--- src/rtl/hilo_muldiv_unit.sv ---
// HI/LO register file with a single-cycle multiplier, a 32-iteration
// radix-2 restoring divider, and MTHI/MTLO/MFHI/MFLO access.
module hilo_muldiv_unit (
  input  logic        clk,
  input  logic        rst,
  input  logic        valid,
  input  logic        flush,
  input  logic [5:0]  funct,
  input  logic [1:0]  HILO_en,
  input  logic        is_dataMovWrite,
  input  logic        is_dataMovRead,
  input  logic [31:0] srcA,
  input  logic [31:0] srcB,
  output logic [31:0] hilo_rdata,
  output logic        stall,
  output logic [31:0] hi_out,
  output logic [31:0] lo_out
);

  localparam int unsigned W  = 32;
  localparam int unsigned CW = 5;

  typedef enum logic [1:0] {
    S_IDLE = 2'd0,
    S_RUN  = 2'd1,
    S_DONE = 2'd2
  } state_e;

  state_e          state_q;
  logic [CW-1:0]   cnt_q;
  logic [W-1:0]    hi_q;
  logic [W-1:0]    lo_q;
  logic [W-1:0]    rem_q;
  logic [W-1:0]    quo_q;
  logic [W-1:0]    dvs_q;
  logic [W-1:0]    araw_q;
  logic            qneg_q;
  logic            rneg_q;
  logic            zero_q;

  logic            op_md;
  logic            op_mt;
  logic            start_div;
  logic            a_neg;
  logic            b_neg;
  logic [W-1:0]    a_mag;
  logic [W-1:0]    b_mag;
  logic [2*W-1:0]  a_ext;
  logic [2*W-1:0]  b_ext;
  logic [2*W-1:0]  prod;
  logic [W:0]      partial;
  logic [W:0]      diff;
  logic            take;
  logic [W-1:0]    rem_d;
  logic [W-1:0]    quo_d;
  logic [W-1:0]    q_fix;
  logic [W-1:0]    r_fix;
  logic            unused_funct;

  assign unused_funct = ^funct[5:2];

  // Instruction decode for the execute stage.
  always_comb begin
    op_md     = valid & ~flush & (HILO_en == 2'b11) & ~is_dataMovWrite & ~is_dataMovRead;
    op_mt     = valid & ~flush & is_dataMovWrite;
    start_div = (state_q == S_IDLE) & op_md & funct[1];
  end

  // Operand conditioning: extension for the multiplier, magnitudes for the divider.
  always_comb begin
    a_neg = ~funct[0] & srcA[W-1];
    b_neg = ~funct[0] & srcB[W-1];
    a_mag = a_neg ? (~srcA + W'(1)) : srcA;
    b_mag = b_neg ? (~srcB + W'(1)) : srcB;
    a_ext = {{W{a_neg}}, srcA};
    b_ext = {{W{b_neg}}, srcB};
    prod  = a_ext * b_ext;
  end

  // One restoring-division step plus the final sign fix-up.
  always_comb begin
    partial = {rem_q, quo_q[W-1]};
    diff    = partial - {1'b0, dvs_q};
    take    = ~diff[W];
    rem_d   = take ? diff[W-1:0] : partial[W-1:0];
    quo_d   = {quo_q[W-2:0], take};
    q_fix   = qneg_q ? (~quo_q + W'(1)) : quo_q;
    r_fix   = rneg_q ? (~rem_q + W'(1)) : rem_q;
  end

  // Pipeline hold: issue cycle plus every RUN cycle, released by flush or reset.
  always_comb begin
    stall = ~rst & (start_div | ((state_q == S_RUN) & ~flush));
  end

  // MF read port; no bypass of a write landing at the next edge.
  always_comb begin
    hilo_rdata = HILO_en[1] ? hi_q : lo_q;
  end

  assign hi_out = hi_q;
  assign lo_out = lo_q;

  // Divider FSM, datapath and HI/LO registers. Outside IDLE the held
  // instruction is the division itself, so MT/MULT only act in IDLE.
  always_ff @(posedge clk or posedge rst) begin
    if (rst) begin
      state_q <= S_IDLE;
      cnt_q   <= '0;
      hi_q    <= '0;
      lo_q    <= '0;
      rem_q   <= '0;
      quo_q   <= '0;
      dvs_q   <= '0;
      araw_q  <= '0;
      qneg_q  <= 1'b0;
      rneg_q  <= 1'b0;
      zero_q  <= 1'b0;
    end else begin
      case (state_q)
        S_IDLE: begin
          if (op_mt) begin
            if (HILO_en[1]) hi_q <= srcA;
            if (HILO_en[0]) lo_q <= srcA;
          end else if (op_md & ~funct[1]) begin
            hi_q <= prod[2*W-1:W];
            lo_q <= prod[W-1:0];
          end else if (start_div) begin
            state_q <= S_RUN;
            cnt_q   <= '0;
            rem_q   <= '0;
            quo_q   <= a_mag;
            dvs_q   <= b_mag;
            araw_q  <= srcA;
            qneg_q  <= a_neg ^ b_neg;
            rneg_q  <= a_neg;
            zero_q  <= (srcB == '0);
          end
        end
        S_RUN: begin
          if (flush) begin
            state_q <= S_IDLE;
            cnt_q   <= '0;
          end else begin
            rem_q <= rem_d;
            quo_q <= quo_d;
            cnt_q <= cnt_q + CW'(1);
            if (cnt_q == CW'(W - 1)) state_q <= S_DONE;
          end
        end
        S_DONE: begin
          state_q <= S_IDLE;
          cnt_q   <= '0;
          if (!flush) begin
            if (zero_q) begin
              hi_q <= araw_q;
              lo_q <= '1;
            end else begin
              hi_q <= r_fix;
              lo_q <= q_fix;
            end
          end
        end
        default: begin
          state_q <= S_IDLE;
          cnt_q   <= '0;
        end
      endcase
    end
  end

endmodule
--- config.mk ---
export PLATFORM = sky130hd
export DESIGN_NAME = hilo_muldiv_unit
export DESIGN_NICKNAME = d
export VERILOG_FILES = /design/src/rtl/hilo_muldiv_unit.sv
export SDC_FILE = /design/constraint.sdc
export NUM_CORES = 2
export LEC_CHECK = 0
export ABC_AREA = 1
export CORE_MARGIN = 3
export CORE_UTILIZATION = 40
export CTS_CLUSTER_DIAMETER = 150
export DETAILED_ROUTE_END_ITERATION = 8
export SYNTH_ARGS = -nofsm -noshare
export SYNTH_HDL_FRONTEND = slang
export SYNTH_SLANG_ARGS = --single-unit
--- constraint.sdc ---
create_clock -name clk -period 14.29 [get_ports clk]
set_input_delay 2.1435 -clock clk [delete_from_list [all_inputs] [get_ports clk]]
set_output_delay 2.1435 -clock clk [all_outputs]
set_load 0.1 [all_outputs]
Word-level counts from Yosys, hierarchy flattened
Index checks and enable logic that the tools add are counted.
{"block": "totals", "latchBits": 0, "inputBits": 78, "mem_count": 0, "wordCells": 107, "mem_bits_rw": 0, "reg_bits": 202, "romBits": 0}
{"block": "classes", "shift": 0, "muxes": 39, "bitwise_logic": 27, "multipliers": 1, "n_div": 0, "n_eq_ne": 13, "addsub": 6, "magnitude_cmp": 0, "n_reduce_logical": 10}
{"cell": "$mux W32", "n": 24}
{"cell": "$pmux W32 S2", "n": 4}
{"cell": "$add A32 B1 Y32 const B", "n": 4}
{"cell": "$not A32 Y32", "n": 4}
{"cell": "$mul A33 B33 Y64", "n": 1}
{"cell": "$sub A33 B32 Y33", "n": 1}
{"cell": "$logic_not A32 Y1", "n": 1}
{"cell": "$mux W5", "n": 4}
{"cell": "$reduce_and A4 Y1", "n": 4}
{"cell": "$and A1 B1 Y1", "n": 12}
{"cell": "$mux W2", "n": 5}
{"cell": "$ne A2 B2 Y1 const B", "n": 5}
{"cell": "$pmux W5 S2", "n": 1}
{"cell": "$not A1 Y1", "n": 9}
{"cell": "$ne A3 B2 Y1 const B", "n": 2}
{"cell": "$ne A3 B3 Y1 const B", "n": 2}
{"cell": "$add A5 B1 Y5 const B", "n": 1}
{"cell": "$eq A5 B5 Y1 const B", "n": 1}
{"cell": "$reduce_and A5 Y1", "n": 1}
{"cell": "$eq A2 B2 Y1 const B", "n": 2}
{"cell": "$pmux W2 S2", "n": 1}
{"cell": "$reduce_bool A2 Y1", "n": 2}
{"cell": "$reduce_and A3 Y1", "n": 1}
{"cell": "$eq A2 B1 Y1 const B", "n": 1}
{"cell": "3 further kinds", "n": 3}

Depth between registers and ports, before layout
{"block": "logic_depth", "ltp_word": 11, "ltp_mapped": 37, "ltp_nobuf": 35}

Worst setup path before layout
No wires, ideal clock.
{"block": "synth_timing", "path_type": "input port to flip-flop", "start": "in funct[0]", "end": "reg hi_q[31], in the netlist hi_out[31]", "required_ps": 14213, "t_arrival_ps": 9116, "path_stages": 30, "path_slack_ps": 5097, "n_path_buf": 2, "setup_time_ps": 77, "path_cell_list": "clkbuf_1 -> clkbuf_1 -> nor2_1 -> fa_1 -> inv_1 -> fa_1 -> inv_1 -> fa_1 -> inv_1 -> fa_1 -> fa_1 -> inv_1 -> fa_1 -> inv_1 -> fa_1 -> fa_1 -> inv_1 -> ha_1 -> nand2_1 -> nor3_1 -> nand2_1 -> nor3_1 -> nand2_1 -> nand2_1 -> inv_1 -> nand2_1 -> nand3_1 -> nand2_1 -> nand2_1 -> a21oi_1"}
{"block": "synth_between", "elab_chain_cells": 6, "elab_cells_between_ends": 7}
{"item": "start, declared", "line_no": "8", "rtl": "input logic [5:0] funct,"}
{"item": "$not A1 Y1 *", "line_no": "71, 72"}
{"item": "$and A1 B1 Y1, on equally long branches", "line_no": "71, 72"}
{"item": "$mul A33 B33 Y64 *", "line_no": "77", "rtl": "prod = a_ext * b_ext;"}
{"item": "$mux W32 *", "line_no": "125", "rtl": "end else if (op_md & ~funct[1]) begin"}
{"item": "$mux W32 *", "line_no": "122", "rtl": "if (op_mt) begin"}
{"item": "$pmux W32 S2 *", "line_no": "120", "rtl": "case (state_q)"}
{"item": "end signal, assigned", "line_no": "123", "rtl": "if (HILO_en[1]) hi_q <= srcA;"}
{"item": "end signal, assigned", "line_no": "126", "rtl": "hi_q <= prod[2*W-1:W];"}
{"item": "end signal, assigned", "line_no": "156", "rtl": "hi_q <= araw_q;"}
{"item": "end, declared", "line_no": "31", "rtl": "logic [W-1:0] hi_q;"}
Every way passes the cells marked *; elsewhere a longest branch is shown, timed or not. The select of a mux whose other input is x is not followed.
A chain may end at the register's enable or synchronous reset.

Final worst setup path
{"block": "layout_timing", "start": "in funct[0]", "end": "reg hi_q[14], in the netlist hi_out[14]"}
Same word-level chain as after synthesis.

==> reports/results.tsv <==
metric	value	unit
wire_per_inst	20.82	um
finClkSkew	0.01761	ns
worstSkewPairLatency	0.56	ns
max_freq	0.09019	GHz
grt_pass1_wl	296.0	mm
fin_crit_sh	77.59	%
port_buffers	170	
synth_top_family_by_area	adder cells	
cts_root_buffer	clkbuf_16	
cts_buffers	25	
yosys_most_used_dff	dfrtp_1	
cts_hold_buf	0	
drcViolationCount	0	
cp_max_fo	34	
timing.max_cap.violations	0	
fin_setup_tns	0	ns
cts_setup_buffers	0	
grt_setup_unrepaired	no	
die_w	378.2	um
area_growth	6.753	%
synth_nets	8939	
initial_utilization	40.61	%
synth_xor_area_share	1.391	%
yosysTopAreaCell	fa_1	
overflow	0	
dp_hpwl	151.8	mm
crit_top_cell	fa_1	
cts_tree	built	
finalMaxSlewViolations	0	
path_buf_inv	6	
crit_path_end_kind	flop	
netlist_area	55420	um^2
wl	191.5	mm
path_class	input pin to flop	
seq_area	5055	um^2
syn_area_per_cell	7.404	um^2
grt_pass1_vias	49470	
vias	47910	
synth_area_leaders	fa_1, nand2_1, inv_1, dfrtp_1, ha_1	
outcome	complete, no violations	
period_minus_slack	11.09	ns
cts.path.max_buffers	3	
maxSlewHeadroom	20.22	%
dieArea	143100	um^2
worst_setup_path_start_kind	input pin	
drive_above_1_share	3.183	%
place_congestion	1.028	
drtIter0Drc	4130	
syn_inst	7485	
antenna_found_initial	11	
cts_resized	0	
synthAdderAreaFrac	46.32	%
synth_warnings	0	
synth_top_area_share	40.67	%
hold_class	flop to flop	
synth-simple-area-share	20.79	%
synth_compound_area_share	6.827	%
ys_seq_area_share	9.121	%
first_pass_iters	8	
synth_edf_count	0	
crit_slowest_cell	clkdlybuf4s50_1	
critical-path-max-stage-delay	1.04	ns
routed_via_density	5.208	
rows	135	
ant_nets	0	
die_h	378.2	um
synthArstFlopShare	100.0	%
arrival	11.56	ns
critPathTopFamily	adder cells	
synth_cell_types	56	
hold_violations	0	
top_level_ports	175	
tightestPinTransition	1.197	ns
clk_pin_slew	0.06	ns
final_nets	8852	
finalSetupViolations	0	
fill_cells	14060	
cts_max_level	1	
multi_input_area	41760	um^2
crit_required	14.76	ns
grt_usage	27.13	%
core	136500	um^2
grt_max_degree	129	
clock_sinks	202	
synthMuxAreaShare	0	%
ys_ff_latch	202	
==> final cells by class <==
cell class	count	share of cell area, %
antenna	3	0.01269
multi-input combinational	5010	70.59
clock inverter	12	0.3257
inverter	1910	12.14
sequential	202	8.544
tap	1781	3.767
timing repair buffer	249	3.456
clock buffer	32	1.170
==> path summary, 6_finish.rpt <==
path	from	end	slack [ns]	depth (start not counted)
worst max-delay path	funct[0]	hi_out[14]$_DFFE_PP0P_	3.20	27
worst min-delay path	araw_q[12]$_DFFE_PP0P_	araw_q[12]$_DFFE_PP0P_	0.48	2
worst max register to register	quo_q[31]$_DFFE_PP0P_	rem_q[15]$_DFFE_PP0P_	10.99	17
worst min register to register	araw_q[12]$_DFFE_PP0P_	araw_q[12]$_DFFE_PP0P_	0.48	2
max in group asynchronous	rst	quo_q[26]$_DFFE_PP0P_	10.37	3
min in group asynchronous	rst	rem_q[26]$_DFFE_PP0P_	2.20	2
==> per-layer routing <==
metal | part of all wire [%] | wire, um | global-route usage, % | up-vias
met5 | 0.046 | 88 | 0 | -
met4 | 3.0 | 5757 | 7.084 | 12
met3 | 7.6 | 14600 | 3.486 | 305
met2 | 46 | 88570 | 44.55 | 1835
met1 | 43 | 82490 | 37.90 | 24170
li1 | - | - | - | 21590
==> cell usage after synthesis, types with 7 or more instances <==
| master | instances |
|---|---|
| a21boi_0 | 9 |
| a21boi_1 | 19 |
| a21oi_1 | 223 |
| a31oi_1 | 16 |
| buf_1 | 83 |
| buf_2 | 21 |
| buf_4 | 7 |
| clkbuf_1 | 248 |
| dfrtp_1 | 202 |
| fa_1 | 1126 |
| ha_1 | 250 |
| inv_1 | 1887 |
| inv_2 | 21 |
| nand2_1 | 2095 |
| nand3_1 | 253 |
| nand3b_1 | 21 |
| nand4_1 | 46 |
| nor2_1 | 357 |
| nor2_2 | 10 |
| nor3_1 | 38 |
| nor4_1 | 14 |
| o211ai_1 | 24 |
| o21ai_0 | 283 |
| o21ai_1 | 43 |
| o21bai_1 | 27 |
| xnor2_1 | 27 |
| xor2_1 | 61 |
==> layout by cell type, fill, tap and decap left out, types with 46 or more instances in the layout <==
cell,n
buf_4,79
buf_2,49
clkdlybuf4s50_1,120
ha_1,250
dfrtp_1,202
nand4_1,46
xor2_1,61
nor2_1,356
nand3_1,252
fa_1,1126
inv_1,1886
a21oi_1,223
nand2_1,2094
o21ai_0,283
==> flip-flops by register name (all words and copies together) (netlist names) <==
register	cells
araw_q	32
dvs_q	32
hi_out	32
lo_out	32
quo_q	32
rem_q	32
cnt_q	5
state_q	2
qneg_q	1
rneg_q	1
zero_q	1
==> worst reg2reg max path: cells and delay by family, from the launching register on <==
family	cells	cell delay, ns
and+or+nand+nor	11	1.34
adders and majority gates	2	0.57
DFF	1	0.41
buffers and inverters	3	0.61
AOI/OAI and AO/OA	1	0.26
==> through the flow <==
stage	hold slack (ns)	instance area [um^2]	setup WS, ns	cells	utilization, %
2_1_floorplan	0.4442	55420	5.097	7485	-
3_3_place_gp	0.4578	58270	2.819	9152	42.69
3_5_place_dp	0.4620	58270	2.770	9152	42.69
4_1_cts	0.4786	59150	3.339	9196	43.34
5_1_grt	0.5011	59150	2.739	9196	43.34
6_report	0.4774	59160	3.202	9199	43.35
==> cells by family after synthesis <==
group / count (synthesis)
compound gates: 685
buf+inv: 2273
xor+xnor: 88
flops: 202
fa+ha+maj: 1376
simple gates: 2861
Power is not shown: default switching activity piles up to over one toggle a cycle in this logic, so the estimate is an artifact.
